### src/rtl/atomrvcore_loader_pkg.sv
// atomrvcore_loader_pkg: shared state encoding and byte/word geometry for the ICCM boot loader
package atomrvcore_loader_pkg;
    typedef enum logic [2:0] {IDLE, RECV, WRITE, DONE, ERR, CKSUM} loader_state_e;
    localparam int WORD_BYTES = 4;
    localparam int BYTE_W = 8;
endpackage

### src/rtl/atomrvcore_byte_packer.sv
// atomrvcore_byte_packer: valid/ready byte intake packed little-endian into 32-bit words
// Ports: clk_i/rst_i clock and sync reset; clr restarts assembly; ready is the loader's
// registered byte_ready; data/valid is the byte stream; word_valid pulses with word on the
// cycle the last byte of a word is accepted.
module atomrvcore_byte_packer
    import atomrvcore_loader_pkg::*;
(
    input  logic                         clk_i,
    input  logic                         rst_i,
    input  logic                         clr,
    input  logic                         ready,
    input  logic [BYTE_W-1:0]            data,
    input  logic                         valid,
    output logic                         word_valid,
    output logic [WORD_BYTES*BYTE_W-1:0] word
);
    logic [$clog2(WORD_BYTES)-1:0] byte_cnt;
    logic [WORD_BYTES*BYTE_W-1:0]  asm_q;
    logic                          accept;

    assign accept     = valid && ready;
    assign word_valid = accept && (&byte_cnt);

    // The final byte is merged combinationally so the word is usable in its acceptance cycle.
    always_comb begin
        word = asm_q;
        word[byte_cnt*BYTE_W +: BYTE_W] = data;
    end

    always_ff @(posedge clk_i) begin
        if (rst_i || clr) begin
            byte_cnt <= '0;
            asm_q    <= '0;
        end else if (accept) begin
            byte_cnt <= byte_cnt + 1'b1;
            asm_q[byte_cnt*BYTE_W +: BYTE_W] <= data;
        end
    end
endmodule

### src/rtl/atomrvcore_iccm_loader.sv
// atomrvcore_iccm_loader: boot-time byte-stream loader that fills the ICCM and then releases the PC
// Ports: clk_i/rst_i clock and sync active-high reset; start_i/len_i begin a load of len_i words;
// byte_i/byte_valid_i/byte_ready_o byte stream handshake; IWR_EN_o/address_o/DATA_o ICCM write;
// IR_EN_o ICCM read enable; PCrst_o fetch PC reset; busy_o/done_o/err_o load status.
// Option: define LOADER_CHECKSUM_EN to require a trailing 32-bit sum word after the data.
module atomrvcore_iccm_loader
    import atomrvcore_loader_pkg::*;
#(
    parameter int                    DATAWIDTH   = 32,
    parameter int                    ADDR_WIDTH  = 32,
    parameter int                    DEPTH_WORDS = 1024,
    parameter logic [ADDR_WIDTH-1:0] BASE_ADDR   = '0
) (
    input  logic                  clk_i,
    input  logic                  rst_i,
    input  logic                  start_i,
    input  logic [ADDR_WIDTH-1:0] len_i,
    input  logic [7:0]            byte_i,
    input  logic                  byte_valid_i,
    output logic                  byte_ready_o,
    output logic                  IWR_EN_o,
    output logic                  IR_EN_o,
    output logic [ADDR_WIDTH-1:0] address_o,
    output logic [DATAWIDTH-1:0]  DATA_o,
    output logic                  PCrst_o,
    output logic                  busy_o,
    output logic                  done_o,
    output logic                  err_o
);
    localparam int CW = $clog2(DEPTH_WORDS) + 1;
`ifdef LOADER_CHECKSUM_EN
    localparam loader_state_e TAIL = CKSUM;
`else
    localparam loader_state_e TAIL = DONE;
`endif

    loader_state_e        state, state_n;
    logic [CW-1:0]        word_cnt, len_q;
    logic                 word_valid, start_ok;
    logic [DATAWIDTH-1:0] word;
`ifdef LOADER_CHECKSUM_EN
    logic [DATAWIDTH-1:0] sum_q;
`endif

    assign start_ok = state == IDLE && start_i;

    atomrvcore_byte_packer u_packer (
        .clk_i      (clk_i),
        .rst_i      (rst_i),
        .clr        (start_ok),
        .ready      (byte_ready_o),
        .data       (byte_i),
        .valid      (byte_valid_i),
        .word_valid (word_valid),
        .word       (word)
    );

    always_comb begin
        state_n = state;
        case (state)
            IDLE:  if (start_i) state_n = len_i == '0 ? TAIL :
                                          len_i > ADDR_WIDTH'(DEPTH_WORDS) ? ERR : RECV;
            RECV:  if (word_valid) state_n = WRITE;
            WRITE: state_n = word_cnt + CW'(1) == len_q ? TAIL : RECV;
`ifdef LOADER_CHECKSUM_EN
            CKSUM: if (word_valid) state_n = word == sum_q ? DONE : ERR;
`endif
            default: ;
        endcase
    end

    // Outputs are registered from the next state so they line up with the state register.
    always_ff @(posedge clk_i) begin
        if (rst_i) begin
            state        <= IDLE;
            word_cnt     <= '0;
            len_q        <= '0;
            byte_ready_o <= 1'b0;
            IWR_EN_o     <= 1'b0;
            IR_EN_o      <= 1'b0;
            address_o    <= BASE_ADDR;
            DATA_o       <= '0;
            PCrst_o      <= 1'b1;
            busy_o       <= 1'b0;
            done_o       <= 1'b0;
            err_o        <= 1'b0;
        end else begin
            state        <= state_n;
            byte_ready_o <= state_n == RECV || state_n == CKSUM;
            busy_o       <= state_n == RECV || state_n == CKSUM || state_n == WRITE;
            IWR_EN_o     <= state_n == WRITE;
            IR_EN_o      <= state_n == DONE;
            done_o       <= state_n == DONE;
            PCrst_o      <= state_n != DONE;
            err_o        <= state_n == ERR;
            if (start_ok) begin
                len_q    <= CW'(len_i);
                word_cnt <= '0;
            end
            if (state == WRITE) word_cnt <= word_cnt + CW'(1);
            if (state_n == WRITE) begin
                address_o <= BASE_ADDR + ADDR_WIDTH'({word_cnt, 2'b00});
                DATA_o    <= word;
            end
        end
    end

`ifdef LOADER_CHECKSUM_EN
    always_ff @(posedge clk_i) begin
        if (rst_i || start_ok) sum_q <= '0;
        else if (state == WRITE) sum_q <= sum_q + DATA_o;
    end
`endif
endmodule

### config.mk
export PLATFORM = sky130hd
export DESIGN_NAME = atomrvcore_iccm_loader
export DESIGN_NICKNAME = d
export VERILOG_FILES = /design/src/rtl/atomrvcore_loader_pkg.sv /design/src/rtl/atomrvcore_byte_packer.sv /design/src/rtl/atomrvcore_iccm_loader.sv
export SDC_FILE = /design/constraint.sdc
export NUM_CORES = 1
export LEC_CHECK = 0
export CAP_MARGIN = 15
export CELL_PAD_IN_SITES_DETAIL_PLACEMENT = 1
export CELL_PAD_IN_SITES_GLOBAL_PLACEMENT = 2
export CORE_MARGIN = 1
export CORE_UTILIZATION = 30
export DETAILED_ROUTE_END_ITERATION = 10
export GPL_TIMING_DRIVEN = 0
export PLACE_DENSITY_LB_ADDON = 0.2
export SETUP_SLACK_MARGIN = 0.1
export SYNTH_ARGS = -nofsm -noshare
export SYNTH_HDL_FRONTEND = slang
export SYNTH_SLANG_ARGS = --single-unit
### constraint.sdc
create_clock -name clk_i -period 2.5 [get_ports clk_i]
set_clock_uncertainty 0.1 [all_clocks]
set_input_delay 0.375 -clock clk_i [delete_from_list [all_inputs] [get_ports clk_i]]
set_output_delay 0.375 -clock clk_i [all_outputs]
set_load 0.03 [all_outputs]
# ---- Yosys cells after proc, flatten, opt, wreduce, memory -nomap -nowiden
# Cells that the tools add are included.
dict set report totals {
  regBits 108
  in_bits 44
  output_inout_bits 71
  word_cells 47
}
dict set report classes {
  addsub 3
  magnitude_cmp 1
  eq_ne 9
  shifts 2
  mux 9
  n_reduce_logical 10
}
# operator n
set op_table {}
lappend op_table {{negator 5 -> 34 bit} 1}
lappend op_table {{variable shift 8 x 34 -> 32 bit, first input constant} 1}
lappend op_table {{variable part select 8 x 34 -> 32 bit} 1}
lappend op_table {{bitwise mux 32 bit} 1}
lappend op_table {{greater-than comparator 32 x 11 -> 1 bit, second input constant} 1}
lappend op_table {{logical NOT 32 bit} 1}
lappend op_table {{2-to-1 mux 11 bit} 2}
lappend op_table {{2-to-1 mux 3 bit} 4}
lappend op_table {{adder 11 x 1 -> 11 bit, second input constant} 1}
lappend op_table {{== test 11 bit} 1}
lappend op_table {{== test 3 x 2 -> 1 bit, second input constant} 3}
lappend op_table {{case mux 3 bit (3 select lines)} 1}
lappend op_table {{== test 3 x 1 -> 1 bit, second input constant} 2}
lappend op_table {{== test 3 bit, second input constant} 2}
lappend op_table {{logical AND 1 bit} 3}
lappend op_table {{logical NOT 3 bit} 1}
lappend op_table {{logical OR 1 bit} 3}
lappend op_table {{inequality test 3 x 2 -> 1 bit, second input constant} 1}
lappend op_table {{adder 2 x 1 -> 2 bit, second input constant} 1}
lappend op_table {{2-to-1 mux 2 bit} 1}
lappend op_table {{AND reduction 2 bit} 1}
lappend op_table {{nonzero test 2 bit} 1}

# ---- Depth between registers and ports, before layout
# Gate-level depths: netlist of run 1.
dict set report depth {
  word_depth 8
  depth_mapped 10
  ltp_nobuf 7
}

# ---- Hierarchy
# From an unflattened synthesis of run 1, not the netlist that was laid out.
dict set report hier_totals {
  hier_cells 602
  hier_area_um2 4999.8
}
# mod n_inst cells_per_inst area_per_inst_um2 seq_area_each_um2
set modules_own_cells {}
lappend modules_own_cells {atomrvcore_iccm_loader 1 416 3263.1 1481.4}
lappend modules_own_cells {atomrvcore_byte_packer 1 186 1736.7 680.7}

# ---- Least setup slack after synthesis of run 1
# OpenSTA, ideal clock, no wires.
dict set report synth_path {
  path_type {register -> register}
  start {register byte_ready_o}
  end {register DATA_o[30]}
  setup_time_ns 0.130
  arrival_ns 2.062
  required_ns 2.270
  slack_ns 0.208
  path_stages_with_launch 10
  path_buffers 3
  synth_period_minus_slack_ns 2.292
  cell_sequence {dfxtp_1 -> and2_1 -> buf_2 -> nand2_2 -> a2111oi_2 -> nand2_1 -> buf_2 -> buf_2 -> nand3b_1 -> o31ai_2}
}
dict set report synth_via {
  elab_chain_cells 5
}
# element line_no
set synth_lines {}
lappend synth_lines {{from (decl)} atomrvcore_iccm_loader.sv:20} ;# output logic byte_ready_o,
lappend synth_lines {{from (signal assigned)} atomrvcore_iccm_loader.sv:78} ;# byte_ready_o <= 1'b0;
lappend synth_lines {{from (signal assigned)} atomrvcore_iccm_loader.sv:89} ;# byte_ready_o <= state_n == RECV || state_n == CKSUM;
lappend synth_lines {{logical AND 1 bit} atomrvcore_byte_packer.sv:21} ;# assign accept = valid && ready;
lappend synth_lines {{logical AND 1 bit} atomrvcore_byte_packer.sv:22} ;# assign word_valid = accept && (&byte_cnt);
lappend synth_lines {{2-to-1 mux 3 bit} atomrvcore_iccm_loader.sv:63} ;# RECV: if (word_valid) state_n = WRITE;
lappend synth_lines {{case mux 3 bit (3 select lines)} atomrvcore_iccm_loader.sv:60} ;# case (state)
lappend synth_lines {{== test 3 x 2 -> 1 bit} atomrvcore_iccm_loader.sv:101} ;# if (state_n == WRITE) begin
lappend synth_lines {{to (signal assigned)} atomrvcore_iccm_loader.sv:103} ;# DATA_o <= word;
lappend synth_lines {{to (decl)} atomrvcore_iccm_loader.sv:24} ;# output logic [DATAWIDTH-1:0] DATA_o,
# No other way between the ends.
# A chain may end at the register's enable or synchronous reset.

# ---- Worst setup path after layout of run 1
dict set report layout_path {
  start {register word_cnt[1]}
  end {register PCrst_o}
}
dict set report layout_via {
  elab_chain_cells 5
}
# element line_no
set layout_lines {}
lappend layout_lines {{from (decl)} atomrvcore_iccm_loader.sv:38} ;# logic [CW-1:0] word_cnt, len_q;
lappend layout_lines {{from (signal assigned)} atomrvcore_iccm_loader.sv:100} ;# if (state == WRITE) word_cnt <= word_cnt + CW'(1);
lappend layout_lines {{adder 11 x 1 -> 11 bit} atomrvcore_iccm_loader.sv:64} ;# WRITE: state_n = word_cnt + CW'(1) == len_q ? TAIL : RECV;
lappend layout_lines {{== test 11 bit} atomrvcore_iccm_loader.sv:64}
lappend layout_lines {{2-to-1 mux 2 bit} atomrvcore_iccm_loader.sv:64}
lappend layout_lines {{case mux 3 bit (3 select lines)} atomrvcore_iccm_loader.sv:60}
lappend layout_lines {{inequality test 3 x 2 -> 1 bit} atomrvcore_iccm_loader.sv:94} ;# PCrst_o <= state_n != DONE;
lappend layout_lines {{to (signal assigned)} atomrvcore_iccm_loader.sv:83} ;# PCrst_o <= 1'b1;
lappend layout_lines {{to (signal assigned)} atomrvcore_iccm_loader.sv:94}
lappend layout_lines {{to (decl)} atomrvcore_iccm_loader.sv:25} ;# output logic PCrst_o,
# No other way between the ends.

==> impl_summary.log, run 1 <==
[metrics] final antenna-violating net count: 0
[metrics] Setup crit start kind: register
[metrics] routability-driven placement congestion ratio: 0.7935
[metrics] number of global-route vias before repair: 4862
[metrics] DIE HEIGHT: 134.1 µm
[metrics] layout cells sized above 1: 0.1474
[metrics] number of distinct library cells after synthesis: 51
[metrics] Critical Path, Cell by Cell: ha_4 > nand4_1 > xnor2_1 > nand2_1 > o311ai_4 > a31oi_1 > or3_1
[metrics] Final Critical Period: 2352 ps
[metrics] Max Clock Freq: 425.2 MHz
[metrics] number of sinks handled by clock tree synthesis: 108
[metrics] initial drt markers: 311
[metrics] synthesized area divided by synthesized cell count: 8.494 µm²
[metrics] part of the Yosys area used for sequential elements: 0.4132
[metrics] worst min path class: input pin to register
[metrics] total via count in the routed design: 4864
[metrics] number of max-cap violations: 0
[metrics] final antenna diode count: 0
[metrics] result of the run: finished clean
[metrics] number of slew-limit violations in the final report: 0
[metrics] floorplan die area: 17970 µm²
[metrics] class of the most critical setup path: register to register
[metrics] power density of the placed cells: 517.6 nW/µm²
[metrics] required time at the endpoint of the critical path: 2630 ps
[metrics] fraction of registers with async set/reset: 0
[metrics] final instance area: 7188 µm²
[metrics] worst-case setup margin in the final layout: 148.1 ps
[metrics] cell at the slowest stage of the critical path: dfxtp_4
[metrics] clock transition at the registers of the reported paths: 70 ps
[metrics] largest fanout on the critical path: 8
[metrics] number of nets at the end of the flow: 798
[metrics] number of flops mapped to enable cells by yosys: 0
[metrics] quantity of I/O buffers inserted on ports: 85
[metrics] Mapped Cells: 616
[metrics] post-placement worst setup slack: -653.6 ps
[metrics] maximum number of pins on one net before global-route repair: 17
[metrics] Tot Pwr: 0.003720 W
[metrics] delay of the slowest cell on the worst path: 420 ps
[metrics] slew of the pin with the lowest slew margin: 591.3 ps
[metrics] CP Data Arrival Time: 2490 ps
[metrics] fraction of the cycle the final worst path needs: 0.9408
[metrics] area added between synthesis and finish: 37.37%
[metrics] Routed Wire Length: 16370 µm
[metrics] Worst IR Drop VDD: 0.3539 mV
[metrics] clock tree root buffer cell: clkbuf_16
[metrics] number of top-level design ports: 115
[metrics] Routed WL per cell: 16.83 µm
[metrics] effective utilization at floorplan: 0.3111
[metrics] global-route usage over all layers: 0.1837
[metrics] most common cell after layout, fill and taps aside: dfxtp_1
[metrics] CTS tree: done
[metrics] Placement Cell Area: 6434 µm²
[metrics] dominant register cell in the synthesized netlist: dfxtp_1
[metrics] placed cell count: 941
[metrics] via density per instance: 4.999
[metrics] most frequent cells in the layout: 106 x dfxtp_1, 70 x clkdlybuf4s50_1, 58 x a21oi_1
[metrics] setup repair after global routing missed its margin: yes
[metrics] Post-DP HPWL: 11900 µm
[metrics] filler-free cell count of the finished design: 973
[metrics] number of buffers created by CTS: 9
[metrics] kind of capture point of the worst setup path: register
[metrics] clock insertion delay at the later pin of the skew report: 350 ps
[metrics] Chip Width: 134.1 µm
[metrics] Detailed Routing Iterations Pass 1: 5
[metrics] WP buf/inv: 0
[metrics] Top delay family on crit path: simple AND/OR/NAND/NOR gates
[metrics] slew margin rel.: 0.6058
[metrics] total grt overflow: 0
[metrics] static power due to leakage: 2.700 nW
[metrics] yosys synthesis warning count: 0
[metrics] synthesized flop and latch total: 108
[metrics] maximum clock path buffer count: 2
[metrics] post-synth design cell area: 5233 µm²
[metrics] hold buffer count at CTS: 0
[metrics] number of remaining DRC errors: 0
[metrics] Cell Rows: 47
[metrics] Floorplan Core Area: 16820 µm²
[metrics] total setup violations reported at the end of the flow: 0
[metrics] antenna violations before repair: 0
[metrics] Final Hold Violating Endpoints: 0
[metrics] wire length of the first global-routing pass: 25720 µm
[metrics] H-Tree Depth: 3
-- sequential cells by signal, indices dropped and copies added, names as in the netlist --
register           count
IWR_EN_o               1
u_packer.byte_cnt      2
DATA_o                32
PCrst_o                1
err_o                  1
done_o                 1
len_q                 11
address_o             11
byte_ready_o           1
word_cnt              11
state                  3
u_packer.asm_q        32
busy_o                 1
-- cell type report --
type	count	area, µm²
clock buffer	12	236.5
tap	220	275.3
fill	2015	9630
multi-input combinational	450	2970
buffer	75	437.9
timing repair buffer	101	1060
sequential	108	2167
clock inverter	4	26.28
inverter	3	15.01
-- logic make-up (layout without fill, tap and decap cells) --
group	Yosys count	after routing	share of synthesized area
buf+inv	78	195	0.07628
mux	2	2	0.003826
flops	108	108	0.4132
simple gates	240	240	0.2602
fa+ha+maj	6	6	0.01435
other cells	1	21	0.0007167
compound gates	167	167	0.2080
xor+xnor	14	14	0.02343
-- worst register-to-register path: cells and delay by family (launching register included) --
family	cells	cell delay [ps]
DFF	1	420
and+or+nand+nor	3	720
adders and majority gates	1	190
xor gates and xnor gates	1	230
AOI/OAI and AO/OA	2	580
-- final timing paths --
check | start | end | slack, ps | depth (start not counted)
worst max-delay path | word_cnt[1] | PCrst_o | 150 | 7
worst min register to register | len_q[6] | len_q[6] | 370 | 2
worst min-delay path | len_i[2] | len_q[2] | 240 | 3
worst max register to register | word_cnt[1] | PCrst_o | 150 | 7
-- routing by layer --
layer  GRT usage  wire length (µm)
met4     0.04682               175
met2      0.3267              8235
met1      0.2306              7422
met5           0                 0
met3     0.02834               538
-- cell usage after synthesis (2+ instances only) --
master | n | area share
and2_1 | 8 | 0.0096
and4_1 | 2 | 0.0033
a21oi_1 | 59 | 0.056
o21ai_1 | 3 | 0.0029
nand2_1 | 36 | 0.026
xor2_1 | 6 | 0.010
mux2i_1 | 2 | 0.0038
a22oi_1 | 33 | 0.047
a211oi_1 | 3 | 0.0043
buf_2 | 13 | 0.012
nor2_1 | 52 | 0.037
or3_1 | 6 | 0.0072
nand3b_1 | 45 | 0.065
nand3_1 | 8 | 0.0077
ha_1 | 6 | 0.014
o31ai_1 | 31 | 0.044
a31oi_1 | 3 | 0.0036
or4_1 | 3 | 0.0043
o21a_1 | 2 | 0.0029
clkbuf_1 | 39 | 0.028
and3_1 | 3 | 0.0036
xnor2_1 | 8 | 0.013
nor2b_1 | 36 | 0.043
buf_4 | 22 | 0.032
nand4_1 | 4 | 0.0048
inv_1 | 3 | 0.0022
nor4_1 | 9 | 0.011
dfxtp_1 | 108 | 0.41
nor3_1 | 5 | 0.0048
o21ai_0 | 19 | 0.018
o211a_1 | 3 | 0.0057
nand2b_1 | 17 | 0.020
-- power by group --
group	switching, W	total (W)	leakage, nW	internal [W]
Combinational	0.000347	0.000598	1.70	0.000251
Sequential	0.0000295	0.00178	0.874	0.00175
Clock	0.000664	0.00134	0.127	0.000677
-- metrics by stage --
stage / util / setup TNS [ps] / hold slack, ps
6_report: 0.4274 / 0 / 237.6
2_1_floorplan: - / 0 / 347.8
5_1_grt: 0.4274 / 0 / 244.6
3_5_place_dp: 0.3825 / -33640 / 370.3
3_3_place_gp: 0.3825 / -30590 / 363.1
4_1_cts: 0.4174 / 0 / 317.5
-- what timing repair did --
item / 4_1_cts / 5_1_grt
cloned: 2 / 0
gates resized for setup: 47 / 37
setup endpoints to repair: 82 / 63
pin swaps: 8 / 13
hold endpoints to repair: 0 / 0
buffers inserted: 7 / 7
No activity file was read; power rests on OpenSTA's default activity.
==> inputs of run 2 (changes only) <==
Settings changed: CORE_MARGIN 1 to 10, HOLD_SLACK_MARGIN from default to 0.06.
==> run 2 against run 1 <==
Net effect:
- total power increased by 2.0%
- via count rose by 1.1%
- maximum frequency is 0.15% higher
- critical path depth rose by 2
- sequential cell count is the same
- sequential share of layout area increased by 0.16 points
- utilization fell by 1.1 points
- clock power grew 6%
- die area is 29% higher
- non-clock buffer count down 6
- largest cell class unchanged
==> impl_summary.log, run 2 (synthesized netlist as in run 1, its figures left out) <==
[metrics] antenna violations before repair: 0 (unchanged)
[metrics] final antenna-violating net count: 0 (unchanged)
[metrics] number of slew-limit violations in the final report: 0 (unchanged)
[metrics] Final Critical Period: 2348 ps (-3.471 ps)
[metrics] Largest regs: DATA_o x32, u_packer.asm_q x32
[metrics] slew of the pin with the lowest slew margin: 676.7 ps (+85.33 ps)
[metrics] filler instances: 2049 (+1.7%)
[metrics] DIE HEIGHT: 152.1 µm (+13%)
[metrics] hold buffer count at CTS: 0 (unchanged)
[metrics] total grt overflow: 0 (unchanged)
[metrics] power density of the placed cells: 530.8 nW/µm² (+2.6%)
[metrics] wire length of the first global-routing pass: 28000 µm (+8.9%)
[metrics] Fin Setup TNS: 0 ps (unchanged)
[metrics] effective utilization at floorplan: 0.3046 (-0.006482)
[metrics] required time at the endpoint of the critical path: 2630 ps (about the same)
[metrics] filler-free cell count of the finished design: 972 (-0.10%)
[metrics] number of remaining DRC errors: 0 (unchanged)
[metrics] routability-driven placement congestion ratio: 0.7974 (+0.49%)
[metrics] worst min path class: register to register
[metrics] fraction of the cycle the final worst path needs: 0.9394 (-0.001388)
[metrics] number of sinks handled by clock tree synthesis: 108 (unchanged)
[metrics] maximum clock path buffer count: 2 (unchanged)
[metrics] total setup violations reported at the end of the flow: 0 (unchanged)
[metrics] floorplan die area: 23120 µm² (+29%)
[metrics] Max Clock Freq: 425.8 MHz (+0.15%)
[metrics] total via count in the routed design: 4919 (+1.1%)
[metrics] kind of capture point of the worst setup path: register
[metrics] Chip Width: 152.1 µm (+13%)
[metrics] number of top-level design ports: 115 (unchanged)
[metrics] clock tree root buffer cell: clkbuf_16
[metrics] CTS tree: done
[metrics] Setup crit start kind: input pin
[metrics] via density per instance: 5.061 (+1.2%)
[metrics] H-Tree Depth: 3 (unchanged)
[metrics] Routed Wire Length: 17870 µm (+9.2%)
[metrics] delay of the slowest cell on the worst path: 500 ps (+80 ps)
[metrics] maximum number of pins on one net before global-route repair: 19 (+2)
[metrics] Critical Path, Cell by Cell: clkdlybuf4s50_1 > nor4_1 > nand4_1 > o41ai_4 > nand2_4 > buf_12 > buf_6 > nand3b_1 > o31ai_4
[metrics] number of max-cap violations: 0 (unchanged)
[metrics] most frequent cells in the layout: 106 x dfxtp_1, 85 x clkdlybuf4s50_1, 58 x a21oi_1
[metrics] global-route usage over all layers: 0.1467 (-0.03705)
[metrics] CP Data Arrival Time: 2480 ps (about the same)
[metrics] slew margin rel.: 0.5489 (-0.05689)
[metrics] final antenna diode count: 0 (unchanged)
[metrics] number of nets at the end of the flow: 792 (-0.75%)
[metrics] Routed WL per cell: 18.39 µm (+9.3%)
[metrics] placed cell count: 946 (+0.53%)
[metrics] largest fanout on the critical path: 10 (+2)
[metrics] initial drt markers: 243 (-22%)
[metrics] cell at the slowest stage of the critical path: o41ai_4
[metrics] number of global-route vias before repair: 5124 (+5.4%)
[metrics] post-placement worst setup slack: -690.0 ps (-36.42 ps)
[metrics] Detailed Routing Iterations Pass 1: 5 (unchanged)
[metrics] WP buf/inv: 3 (+3)
[metrics] most common cell after layout, fill and taps aside: dfxtp_1
[metrics] Post-DP HPWL: 13030 µm (+9.5%)
[metrics] setup repair after global routing missed its margin: yes
[metrics] result of the run: finished clean
[metrics] Worst IR Drop VDD: 0.3148 mV (-11%)
[metrics] Floorplan Core Area: 17180 µm² (+2.1%)
[metrics] layout cells sized above 1: 0.1473 (-0.0001547)
[metrics] quantity of I/O buffers inserted on ports: 85 (unchanged)
[metrics] Top delay family on crit path: simple AND/OR/NAND/NOR gates
[metrics] clock transition at the registers of the reported paths: 70 ps (about the same)
[metrics] area added between synthesis and finish: 36.66%
[metrics] static power due to leakage: 2.582 nW (-4.4%)
[metrics] class of the most critical setup path: input pin to register
[metrics] Cell Rows: 48 (+2.1%)
[metrics] worst-case setup margin in the final layout: 151.6 ps (+3.471 ps)
[metrics] Final Hold Violating Endpoints: 0 (unchanged)
[metrics] clock insertion delay at the later pin of the skew report: 360 ps (about the same)
[metrics] number of buffers created by CTS: 9 (unchanged)
run 2: changes by cell type in the layout (fill, tap and decap cells not counted), moves of 3 or more:
cell | before | now
clkdlybuf4s50_1 | 70 | 85
dlymetal6s2s_1 | 11 | 0
o31ai_1 | 26 | 21
o31ai_2 | 5 | 10
dlygate4sd2_1 | 4 | 0
buf_4 | 37 | 34
clkbuf_1 | 33 | 30
nor4_1 | 2 | 5
nor4_2 | 6 | 3
run 2: timing repair:
item,in CTS,in global routing
gates resized for setup,42,34
endpoints found under the setup margin,82,76
pin swaps,8,11
gates cloned,0,1
buffers inserted,4,5
run 2: per-stage QoR:
step	utilization	area [µm²]	hold slack [ps]	power, W
detailed placement	0.3749	6440	371.4	0.002345
finish	0.4163	7151	376.0	0.003796
CTS	0.4046	6949	381.7	0.003795
global placement	0.3749	6440	363.5	0.002332
global route	0.4163	7151	406.6	0.003954
floorplan	-	5308	347.8	0.002148
run 2: path summary, 6_finish.rpt:
kind                     from   endpoint  depth (start not counted)  slack [ps]
hold reg to reg      len_q[6]   len_q[6]                          2         380
setup / recovery    len_i[24]  DATA_o[6]                          9         150
hold / removal       len_q[6]   len_q[6]                          2         380
setup reg to reg  word_cnt[1]    PCrst_o                          7         160
run 2: layer usage:
| layer | GRT usage | vias up | part of all wire |
|---|---|---|---|
| met5 | 0 | - | 0 |
| met4 | 0.04081 | 0 | 0.011 |
| met3 | 0.04036 | 13 | 0.056 |
| met2 | 0.2483 | 108 | 0.50 |
| met1 | 0.1777 | 2404 | 0.43 |
| li1 | - | 2394 | - |
run 2: cell type report:
| class | instances | area, µm² | share of cell area |
|---|---|---|---|
| multi-input cells | 450 | 2999 | 0.4194 |
| flip-flops and latches | 108 | 2167 | 0.3031 |
| repair buffers | 95 | 955.9 | 0.1337 |
| plain buffers | 75 | 445.4 | 0.06229 |
| well taps | 225 | 281.5 | 0.03937 |
| clock buffers | 10 | 239.0 | 0.03342 |
| clock inverters | 6 | 47.55 | 0.006649 |
| inverters | 3 | 15.01 | 0.002100 |
run 2: tightest hold or removal path: cells and delay by family, from the launching register on:
kind | cells | cell delay [ps]
flops | 1 | 320
simple gates | 1 | 60
compound gates | 1 | 50
run 2: report_power, final:
group / total (W) / internal (W) / switching, W
combinational: 0.000597 / 0.000245 / 0.000353
sequential: 0.00178 / 0.00175 / 0.0000299
clock: 0.00142 / 0.000712 / 0.000706
==> inputs of run 3 (changes only) <==
Settings changed: REMOVE_ABC_BUFFERS from default to 1.
==> run 3 against run 2 <==
Net effect:
- combinational power decreased by 2%
- clock power up 5%
- non-clock buffer count fell by 59
- clock-buffer cell count stayed put
- sequential cell count unchanged
- worst setup slack got worse by 64 ps
- hold slack worse by 130 ps
- critical path depth fell by 2
- design area fell by 3.7%
- die area unchanged
- maximum frequency shrank 2.6%
- via count is 4.8% lower
==> impl_summary.log, run 3 (synthesized netlist as in run 1, its figures left out) <==
[metrics] global-route usage over all layers: 0.1359 (-0.01076)
[metrics] H-Tree Depth: 3 (unchanged)
[metrics] number of global-route vias before repair: 4712 (-8.0%)
[metrics] maximum clock path buffer count: 2 (unchanged)
[metrics] area added between synthesis and finish: 31.64%
[metrics] number of top-level design ports: 115 (unchanged)
[metrics] Setup crit start kind: register
[metrics] static power due to leakage: 2.353 nW (-8.8%)
[metrics] cell at the slowest stage of the critical path: dfxtp_4
[metrics] total grt overflow: 0 (unchanged)
[metrics] Worst IR Drop VDD: 0.3454 mV (+9.7%)
[metrics] DIE HEIGHT: 152.1 µm (unchanged)
[metrics] post-placement worst setup slack: -1067 ps (-377.2 ps)
[metrics] result of the run: finished clean
[metrics] final instance area: 6888 µm² (-3.7%)
[metrics] WHS: 244.4 ps (-131.6 ps)
[metrics] Largest regs: DATA_o x32, u_packer.asm_q x32
[metrics] final antenna-violating net count: 0 (unchanged)
[metrics] clock insertion delay at the later pin of the skew report: 360 ps (about the same)
[metrics] Chip Width: 152.1 µm (unchanged)
[metrics] worst hold path cell count: 3 (+1)
[metrics] Cell Rows: 48 (unchanged)
[metrics] routability-driven placement congestion ratio: 0.7626 (-4.4%)
[metrics] wire length of the first global-routing pass: 25920 µm (-7.4%)
[metrics] number of max-cap violations: 0 (unchanged)
[metrics] number of nets at the end of the flow: 737 (-6.9%)
[metrics] worst-case setup margin in the final layout: 87.92 ps (-63.64 ps)
[metrics] fraction of the cycle the final worst path needs: 0.9648 (+0.02546)
[metrics] Floorplan Core Area: 17180 µm² (unchanged)
[metrics] Post-DP HPWL: 10670 µm (-18%)
[metrics] maximum number of pins on one net before global-route repair: 61 (+42)
[metrics] slew margin rel.: 0.4560 (-0.09290)
[metrics] hold buffer count at CTS: 0 (unchanged)
[metrics] placed cell count: 881 (-6.9%)
[metrics] required time at the endpoint of the critical path: 2640 ps (about the same)
[metrics] Routed Wire Length: 16940 µm (-5.2%)
[metrics] clock tree root buffer cell: clkbuf_16
[metrics] final antenna diode count: 0 (unchanged)
[metrics] most common cell after layout, fill and taps aside: dfxtp_1
[metrics] CP Data Arrival Time: 2560 ps (+80 ps)
[metrics] kind of capture point of the worst setup path: register
[metrics] initial drt markers: 249 (+2.5%)
[metrics] delay of the slowest cell on the worst path: 410 ps (-90 ps)
[metrics] layout cells sized above 1: 0.1085 (-0.03872)
[metrics] setup repair after global routing missed its margin: yes
[metrics] floorplan die area: 23120 µm² (unchanged)
[metrics] number of buffers created by CTS: 9 (unchanged)
[metrics] via density per instance: 5.112 (+1.0%)
[metrics] filler-free cell count of the finished design: 916 (-5.8%)
[metrics] sequential standard cell area: 2175 µm² (+0.35%)
[metrics] antenna violations before repair: 0 (unchanged)
[metrics] Final Critical Period: 2412 ps (+63.64 ps)
[metrics] slew of the pin with the lowest slew margin: 813.0 ps (+136.3 ps)
[metrics] Critical Path, Cell by Cell: ha_4 > nand4_1 > xnor2_1 > nand2_1 > o311ai_4 > a31oi_2 > or3_1
[metrics] Max Clock Freq: 414.6 MHz (-2.6%)
[metrics] Detailed Routing Iterations Pass 1: 4 (-1)
[metrics] Final Hold Violating Endpoints: 0 (unchanged)
[metrics] total setup violations reported at the end of the flow: 0 (unchanged)
[metrics] CTS tree: done
[metrics] most frequent cells in the layout: 102 x dfxtp_1, 91 x clkdlybuf4s50_1, 59 x a21oi_1
[metrics] filler instances: 1991 (-2.8%)
[metrics] number of slew-limit violations in the final report: 0 (unchanged)
[metrics] clock transition at the registers of the reported paths: 70 ps (about the same)
[metrics] number of sinks handled by clock tree synthesis: 108 (unchanged)
[metrics] class of the most critical setup path: register to register
[metrics] largest fanout on the critical path: 8 (-2)
[metrics] Fin Setup TNS: 0 ps (unchanged)
[metrics] length in cells of the worst reg-to-reg path: 7 (unchanged)
[metrics] effective utilization at floorplan: 0.3046 (unchanged)
[metrics] Routed WL per cell: 18.50 µm (+0.58%)
[metrics] worst min path class: input pin to register
[metrics] power density of the placed cells: 560.2 nW/µm² (+5.5%)
[metrics] total via count in the routed design: 4683 (-4.8%)
[metrics] Placement Cell Area: 6162 µm² (-4.3%)
[metrics] number of remaining DRC errors: 0 (unchanged)
[metrics] quantity of I/O buffers inserted on ports: 93 (+9.4%)
[metrics] total area of multi-input combinational cells: 3018 µm² (+0.63%)
-- run 3: what timing repair did --
item                                    CTS  global route
pin swaps                                 6            12
gates cloned                              1             3
setup buffers                             9             7
endpoints found under the setup margin   82            84
resized for setup                        23            23
-- run 3: worst max-delay path: cells and delay by family, from the launching register on --
kind / cells / cell delay [ps]
DFF: 1 / 410
AOI/OAI and AO/OA: 2 / 580
and+or+nand+nor: 3 / 750
xor gates and xnor gates: 1 / 270
adders and majority gates: 1 / 190
-- run 3: area by class of cell --
class | count | area share
Clock buffer | 10 | 0.03470
Tap cell | 225 | 0.04087
Multi-Input combinational cell | 454 | 0.4381
Clock inverter | 5 | 0.009083
Sequential cell | 108 | 0.3157
Timing Repair Buffer | 111 | 0.1599
Inverter | 3 | 0.001635
-- run 3: through the flow --
stage,util,total power (W)
after floorplan,-,0.002071
after global placement,0.3570,0.002281
after detailed placement,0.3588,0.002291
after CTS,0.3899,0.003836
after global routing,0.4010,0.004022
final,0.4010,0.003859
-- run 3: path summary, 6_finish.rpt --
path | slack (ps) | start | endpoint
max | 90 | word_cnt[1] | PCrst_o
min | 240 | len_i[7] | len_q[7]
max reg2reg | 90 | word_cnt[1] | PCrst_o
min reg2reg | 380 | len_q[4] | len_q[4]
-- run 3: metal layers --
metal | GRT usage | part of all wire | vias to the layer above
met5 | 0 | 0 | -
met4 | 0.05181 | 0.015 | 0
met3 | 0.03839 | 0.058 | 17
met2 | 0.2125 | 0.46 | 100
met1 | 0.1732 | 0.47 | 2273
li1 | - | - | 2293
-- run 3: report_power, final --
part           internal, W  switching [W]
Clock             0.000803       0.000683
Combinational     0.000222       0.000361
Sequential         0.00175      0.0000388
Total              0.00278        0.00108
